## src/rtl/isp_stream_tx.sv

```systemverilog
// Frame-source transmitter: reads a raw Bayer frame from a synchronous frame memory in raster
// order and emits the tagged ISP input pixel stream with row/frame end flags and a done pulse.
module isp_stream_tx #(
    parameter int unsigned COLOR_DEPTH   = 8,
    parameter int unsigned COLOR_BIT_CNT = 2,
    parameter int unsigned MODE_BIT_CNT  = 4,
    parameter int unsigned DIM_W         = 11,
    parameter int unsigned ADDR_W        = 20
) (
    input  logic                     clk,
    input  logic                     rst_n,
    input  logic                     start,
    input  logic [DIM_W-1:0]         cfg_cols,
    input  logic [DIM_W-1:0]         cfg_rows,
    input  logic [1:0]               cfg_bayer,
    input  logic [ADDR_W-1:0]        cfg_base,
    input  logic [MODE_BIT_CNT-1:0]  cfg_mode,
    input  logic                     pause,
    output logic                     mem_rd_en,
    output logic [ADDR_W-1:0]        mem_addr,
    input  logic [COLOR_DEPTH-1:0]   mem_rd_data,
    output logic [COLOR_DEPTH-1:0]   pixel_out,
    output logic                     valid_out,
    output logic [COLOR_BIT_CNT-1:0] color_out,
    output logic                     last_col_out,
    output logic                     last_pic_out,
    output logic [MODE_BIT_CNT-1:0]  mode_out,
    output logic                     busy,
    output logic                     done
);

    localparam logic [COLOR_BIT_CNT-1:0] RED   = COLOR_BIT_CNT'(0);
    localparam logic [COLOR_BIT_CNT-1:0] GREEN = COLOR_BIT_CNT'(1);
    localparam logic [COLOR_BIT_CNT-1:0] BLUE  = COLOR_BIT_CNT'(2);
    localparam logic [COLOR_BIT_CNT-1:0] VOID  = COLOR_BIT_CNT'(3);

    typedef enum logic [1:0] {
        IDLE   = 2'd0,
        STREAM = 2'd1,
        DRAIN  = 2'd2,
        DONE   = 2'd3
    } state_e;

    state_e                    state_q, state_d;
    logic [DIM_W-1:0]          cols_q, cols_d;
    logic [DIM_W-1:0]          rows_q, rows_d;
    logic [DIM_W-1:0]          col_q, col_d;
    logic [DIM_W-1:0]          row_q, row_d;
    logic [1:0]                bayer_q, bayer_d;
    logic [MODE_BIT_CNT-1:0]   mode_q, mode_d;
    logic [ADDR_W-1:0]         addr_q, addr_d;
    logic                      zero_q, zero_d;

    logic                      tag_vld_q;
    logic [COLOR_BIT_CNT-1:0]  tag_color_q;
    logic                      tag_lc_q;
    logic                      tag_lp_q;

    logic [COLOR_DEPTH-1:0]    pixel_q;
    logic                      valid_q;
    logic [COLOR_BIT_CNT-1:0]  color_q;
    logic                      lc_q;
    logic                      lp_q;

    logic                      issue;
    logic                      last_col;
    logic                      last_row;
    logic                      row_ph;
    logic                      col_ph;
    logic [COLOR_BIT_CNT-1:0]  color_c;

    assign last_col = (col_q == cols_q - DIM_W'(1));
    assign last_row = (row_q == rows_q - DIM_W'(1));

    // Every CFA phase is RGGB with the row and/or column parity flipped.
    assign row_ph = row_q[0] ^ bayer_q[1];
    assign col_ph = col_q[0] ^ bayer_q[0];

    always_comb begin
        color_c = RED;
        if (row_ph != col_ph) begin
            color_c = GREEN;
        end else if (row_ph) begin
            color_c = BLUE;
        end
    end

    always_comb begin
        state_d = state_q;
        cols_d  = cols_q;
        rows_d  = rows_q;
        col_d   = col_q;
        row_d   = row_q;
        bayer_d = bayer_q;
        mode_d  = mode_q;
        addr_d  = addr_q;
        zero_d  = zero_q;
        issue   = 1'b0;
        case (state_q)
            IDLE: begin
                if (zero_q) begin
                    zero_d  = 1'b0;
                    state_d = DONE;
                end else if (start) begin
                    cols_d  = cfg_cols;
                    rows_d  = cfg_rows;
                    bayer_d = cfg_bayer;
                    mode_d  = cfg_mode;
                    col_d   = '0;
                    row_d   = '0;
                    addr_d  = cfg_base;
                    // An empty frame still spends one idle cycle before its done pulse.
                    if (cfg_cols == '0 || cfg_rows == '0) begin
                        zero_d = 1'b1;
                    end else begin
                        state_d = STREAM;
                    end
                end
            end
            STREAM: begin
                if (!pause) begin
                    issue  = 1'b1;
                    addr_d = addr_q + ADDR_W'(1);
                    if (last_col) begin
                        col_d = '0;
                        if (last_row) begin
                            state_d = DRAIN;
                        end else begin
                            row_d = row_q + DIM_W'(1);
                        end
                    end else begin
                        col_d = col_q + DIM_W'(1);
                    end
                end
            end
            DRAIN: begin
                if (!tag_vld_q) begin
                    state_d = DONE;
                end
            end
            DONE: begin
                state_d = IDLE;
            end
            default: begin
                state_d = IDLE;
            end
        endcase
    end

    always_ff @(posedge clk or negedge rst_n) begin
        if (!rst_n) begin
            state_q <= IDLE;
            cols_q  <= '0;
            rows_q  <= '0;
            col_q   <= '0;
            row_q   <= '0;
            bayer_q <= '0;
            mode_q  <= '0;
            addr_q  <= '0;
            zero_q  <= 1'b0;
        end else begin
            state_q <= state_d;
            cols_q  <= cols_d;
            rows_q  <= rows_d;
            col_q   <= col_d;
            row_q   <= row_d;
            bayer_q <= bayer_d;
            mode_q  <= mode_d;
            addr_q  <= addr_d;
            zero_q  <= zero_d;
        end
    end

    // Tag stage lines up with the memory's read data cycle.
    always_ff @(posedge clk or negedge rst_n) begin
        if (!rst_n) begin
            tag_vld_q   <= 1'b0;
            tag_color_q <= VOID;
            tag_lc_q    <= 1'b0;
            tag_lp_q    <= 1'b0;
        end else begin
            tag_vld_q <= issue;
            if (issue) begin
                tag_color_q <= color_c;
                tag_lc_q    <= last_col;
                tag_lp_q    <= last_col & last_row;
            end
        end
    end

    always_ff @(posedge clk or negedge rst_n) begin
        if (!rst_n) begin
            pixel_q <= '0;
            valid_q <= 1'b0;
            color_q <= VOID;
            lc_q    <= 1'b0;
            lp_q    <= 1'b0;
        end else begin
            valid_q <= tag_vld_q;
            color_q <= tag_vld_q ? tag_color_q : VOID;
            lc_q    <= tag_vld_q & tag_lc_q;
            lp_q    <= tag_vld_q & tag_lp_q;
            if (tag_vld_q) begin
                pixel_q <= mem_rd_data;
            end
        end
    end

    assign mem_rd_en    = issue;
    assign mem_addr     = addr_q;
    assign pixel_out    = pixel_q;
    assign valid_out    = valid_q;
    assign color_out    = color_q;
    assign last_col_out = lc_q;
    assign last_pic_out = lp_q;
    assign mode_out     = mode_q;
    assign busy         = (state_q == STREAM) || (state_q == DRAIN);
    assign done         = (state_q == DONE);

endmodule

```

## config.mk

```make
export PLATFORM = sky130hd
export DESIGN_NAME = isp_stream_tx
export DESIGN_NICKNAME = d
export VERILOG_FILES = /design/src/rtl/isp_stream_tx.sv
export SDC_FILE = /design/constraint.sdc
export NUM_CORES = 1
export LEC_CHECK = 0
export ABC_AREA = 1
export CAP_MARGIN = 10
export CORE_AREA = 2 2 93 162
export CTS_CLUSTER_SIZE = 20
export DETAILED_ROUTE_END_ITERATION = 10
export DIE_AREA = 0 0 95 164
export DONT_BUFFER_PORTS = 1
export PLACE_DENSITY = 0.62
export SETUP_SLACK_MARGIN = 0.2
export SLEW_MARGIN = 20
export SYNTH_ARGS = -nofsm -noshare
export SYNTH_HDL_FRONTEND = slang
export SYNTH_SLANG_ARGS = --single-unit
```

## constraint.sdc

```tcl
create_clock -name clk -period 5.35 [get_ports clk]
set_input_delay 1.07 -clock clk [delete_from_list [all_inputs] [get_ports clk]]
set_output_delay 1.07 -clock clk [all_outputs]
set_load 0.02 [all_outputs]
```

==> metrics <==
layout cells sized above 1=0.1257; VDD IR max=233.0 uV; CTS root buffer=clkbuf_16; area share of the largest cell type after synthesis=0.3868; RSZ-0062 raised after global routing=false; Post-CTS Resized=0; first-pass GRT wire length=22,240 um; Cell Area, Synth=5629 um2; CP delay by family, top=simple AND/OR/NAND/NOR gates; kind of critical path=register to output port; row count=58; crit path max fanout=9; DP Cell Count=904; number of diodes=0; Slowest-stage cell, CP=nor2_1; WL/cell=15.25 um; CP Launch Point=state_q[1]; Cell variety after synth=46; Avg Vias per Cell=5.128; GP Congestion=0.8903; clock skew=0.008514 ns; #FFs+latches synth=91; critical path depth=4; commonest non-fill, non-tap cell in the layout=nand2_1; fin crit share=0.5815; CP Launch Type=register; clk buf depth=2; CTS tree=done; Post-Layout Inst Area=6095 um2; MaxCap Viol Count=0; Fin. Hold Viols=0; post-synthesis sequential area ratio=0.4054; Post-Layout Cell Count=920; Final Critical Period=3.111 ns; # Post-CTS Setup Buffers=0; H-tree levels=3; Arrival @ worst endpoint=2.04 ns; Post-Synthesis Cells=between 700 and 800; # IOs=100; DRC=0; Num CTS Buffers=9; leakage=2.889 nW; DRT Wirelength=14,030 um; core box area=14,300 um2; vias in the first global route=4,548; fill cell count=1,443; RR Startpoint=state_q[1]; DP Area=5771 um2; Rel. slew slack=0.4528; Chip Width=95 um; HP Class=input pin to asynchronous set/reset pin; Setup crit end kind=output port; yosys warns=0; post-detail-place hpwl=10,320 um; Crit path required time=roughly 4.3 ns; Critical Path Max Stage Delay=0.64 ns; syn nets=813; CP bufs+invs=2; Hold-fix buffers, CTS=0; total grt overflow=0; port buffer count=0; DR iter-0 viols=approximately 310; cells along the critical path=inv_1 -> ha_1 -> clkinv_1 -> nor2_1; most frequent cells in the layout=187 x nand2_1, 87 x dfrtp_1, 82 x inv_1; total track usage=0.1842; initial antenna violation count=0; Max Freq=321.4 MHz; NumNets Final=805; die height=roughly 160 um; Pwr Density=559.9 nW/um2; pre-CTS setup slack=2.413 ns; ANT nets after route=0; setup TNS=0 ns; Syn Area/Cell=7.576 um2; Die ar.=15,580 um2; Least-Margin Pin Slew=0.8178 ns; Worst Slack Setup Final=about 2.2 ns; Pre-Repair DR Iteration Count=5; Synth area leaders=dfrtp_1 39%, nand2_1 12%, inv_1 5.5%, nor2_1 5.1%, nand3_1 4.4%; total number of vias=4,718; Worst-Skew Late Latency=0.35 ns; outcome=complete, no violations; FF-to-FF setup slack=2.50 ns; leading area contributor after synthesis=dfrtp_1; Starting Density=0.3938; Slew Limit Fails=0; Area growth syn-to-layout=8.269%; total clock sinks=around 90; # setup viols final=0; clk slew on worst S/H paths=0.07 ns; FF-to-FF path depth=10; largest net degree at the start of global routing=92
[logic make-up (layout without fill, tap and decap cells)]
| group | Yosys count | count (layout) | synth area share |
|---|---|---|---|
| compound gates | 77 | 77 | 0.08113 |
| xor+xnor | 29 | 29 | 0.04512 |
| fa+ha+maj | 10 | 10 | 0.02223 |
| buf+inv | 111 | 108 | 0.07846 |
| flops | 91 | 91 | 0.4054 |
| mux | 11 | 11 | 0.02201 |
| simple gates | 414 | 414 | 0.3456 |
[flip-flops by register name, indices dropped and copies added (netlist names), 2 cells and up]
signal,count
mode_out,4
tag_color_q,2
rows_q,11
bayer_q,2
row_q,11
cols_q,11
pixel_out,8
state_q,2
col_q,11
color_out,2
mem_addr,20
[final timing paths]
path	end
setup / recovery	mem_rd_en
hold / removal	mem_addr[16]
setup reg to reg	col_q[9]
hold reg to reg	tag_color_q[0]
max in group asynchronous	tag_color_q[0]
min in group clk	tag_color_q[0]
[cell type report]
type                    count  area (um2)  share of cell area
clock inverters             7       98.84             0.01622
multi-input cells         541        2905              0.4767
clock buffers               9       225.2             0.03695
inverters                  89       335.3             0.05502
flip-flops and latches     91        2282              0.3745
repair buffers              3       22.52            0.003695
well taps                 180       225.2             0.03695
[routing by layer]
metal | vias to the layer above | GRT usage | share of wire
li1 | 2385 | - | -
met1 | 2199 | 0.1982 | 0.39
met2 | 110 | 0.3407 | 0.54
met3 | 24 | 0.04037 | 0.053
met4 | 0 | 0.07444 | 0.022
met5 | - | 0 | 0
[Yosys cell counts, drive strengths merged]
| library cell | n |
|---|---|
| o22ai | 2 |
| a21oi | 29 |
| dfstp | 4 |
| a32o | 2 |
| o221ai | 1 |
| dfrtp | 87 |
| ha | 10 |
| clkinv | 2 |
| a31oi | 3 |
| a22o | 1 |
| clkbuf | 12 |
| a21o | 1 |
| o21ai | 28 |
| a22oi | 2 |
| xnor2 | 6 |
| xor2 | 23 |
| nand3b | 5 |
| nand3 | 52 |
| nand2 | 215 |
| inv | 87 |
| o211ai | 7 |
| or2 | 5 |
| nor2 | 88 |
| buf | 10 |
| a2bb2oi | 1 |
| nor3b | 2 |
| nand4 | 25 |
| nor4 | 5 |
| mux2 | 11 |
| nor3 | 17 |
[metrics by stage]
stage / util / total power, W / hold WS, ns
3_5_place_dp: 0.4036 / 0.002734 / 0.4479
4_1_cts: 0.4263 / 0.003453 / 0.4010
3_3_place_gp: 0.4036 / 0.002716 / 0.4481
5_1_grt: 0.4263 / 0.003700 / 0.3960
6_report: 0.4263 / 0.003413 / 0.4149
2_1_floorplan: - / 0.002433 / 0.3721
[power breakdown]
part           leakage, nW  switching, W  total [W]  internal (W)
sequential            1.12      0.000441    0.00138      0.000941
combinational         1.61      0.000861    0.00133      0.000465
clock                0.157      0.000291   0.000705      0.000414
No activity file was read; power rests on OpenSTA's default activity.
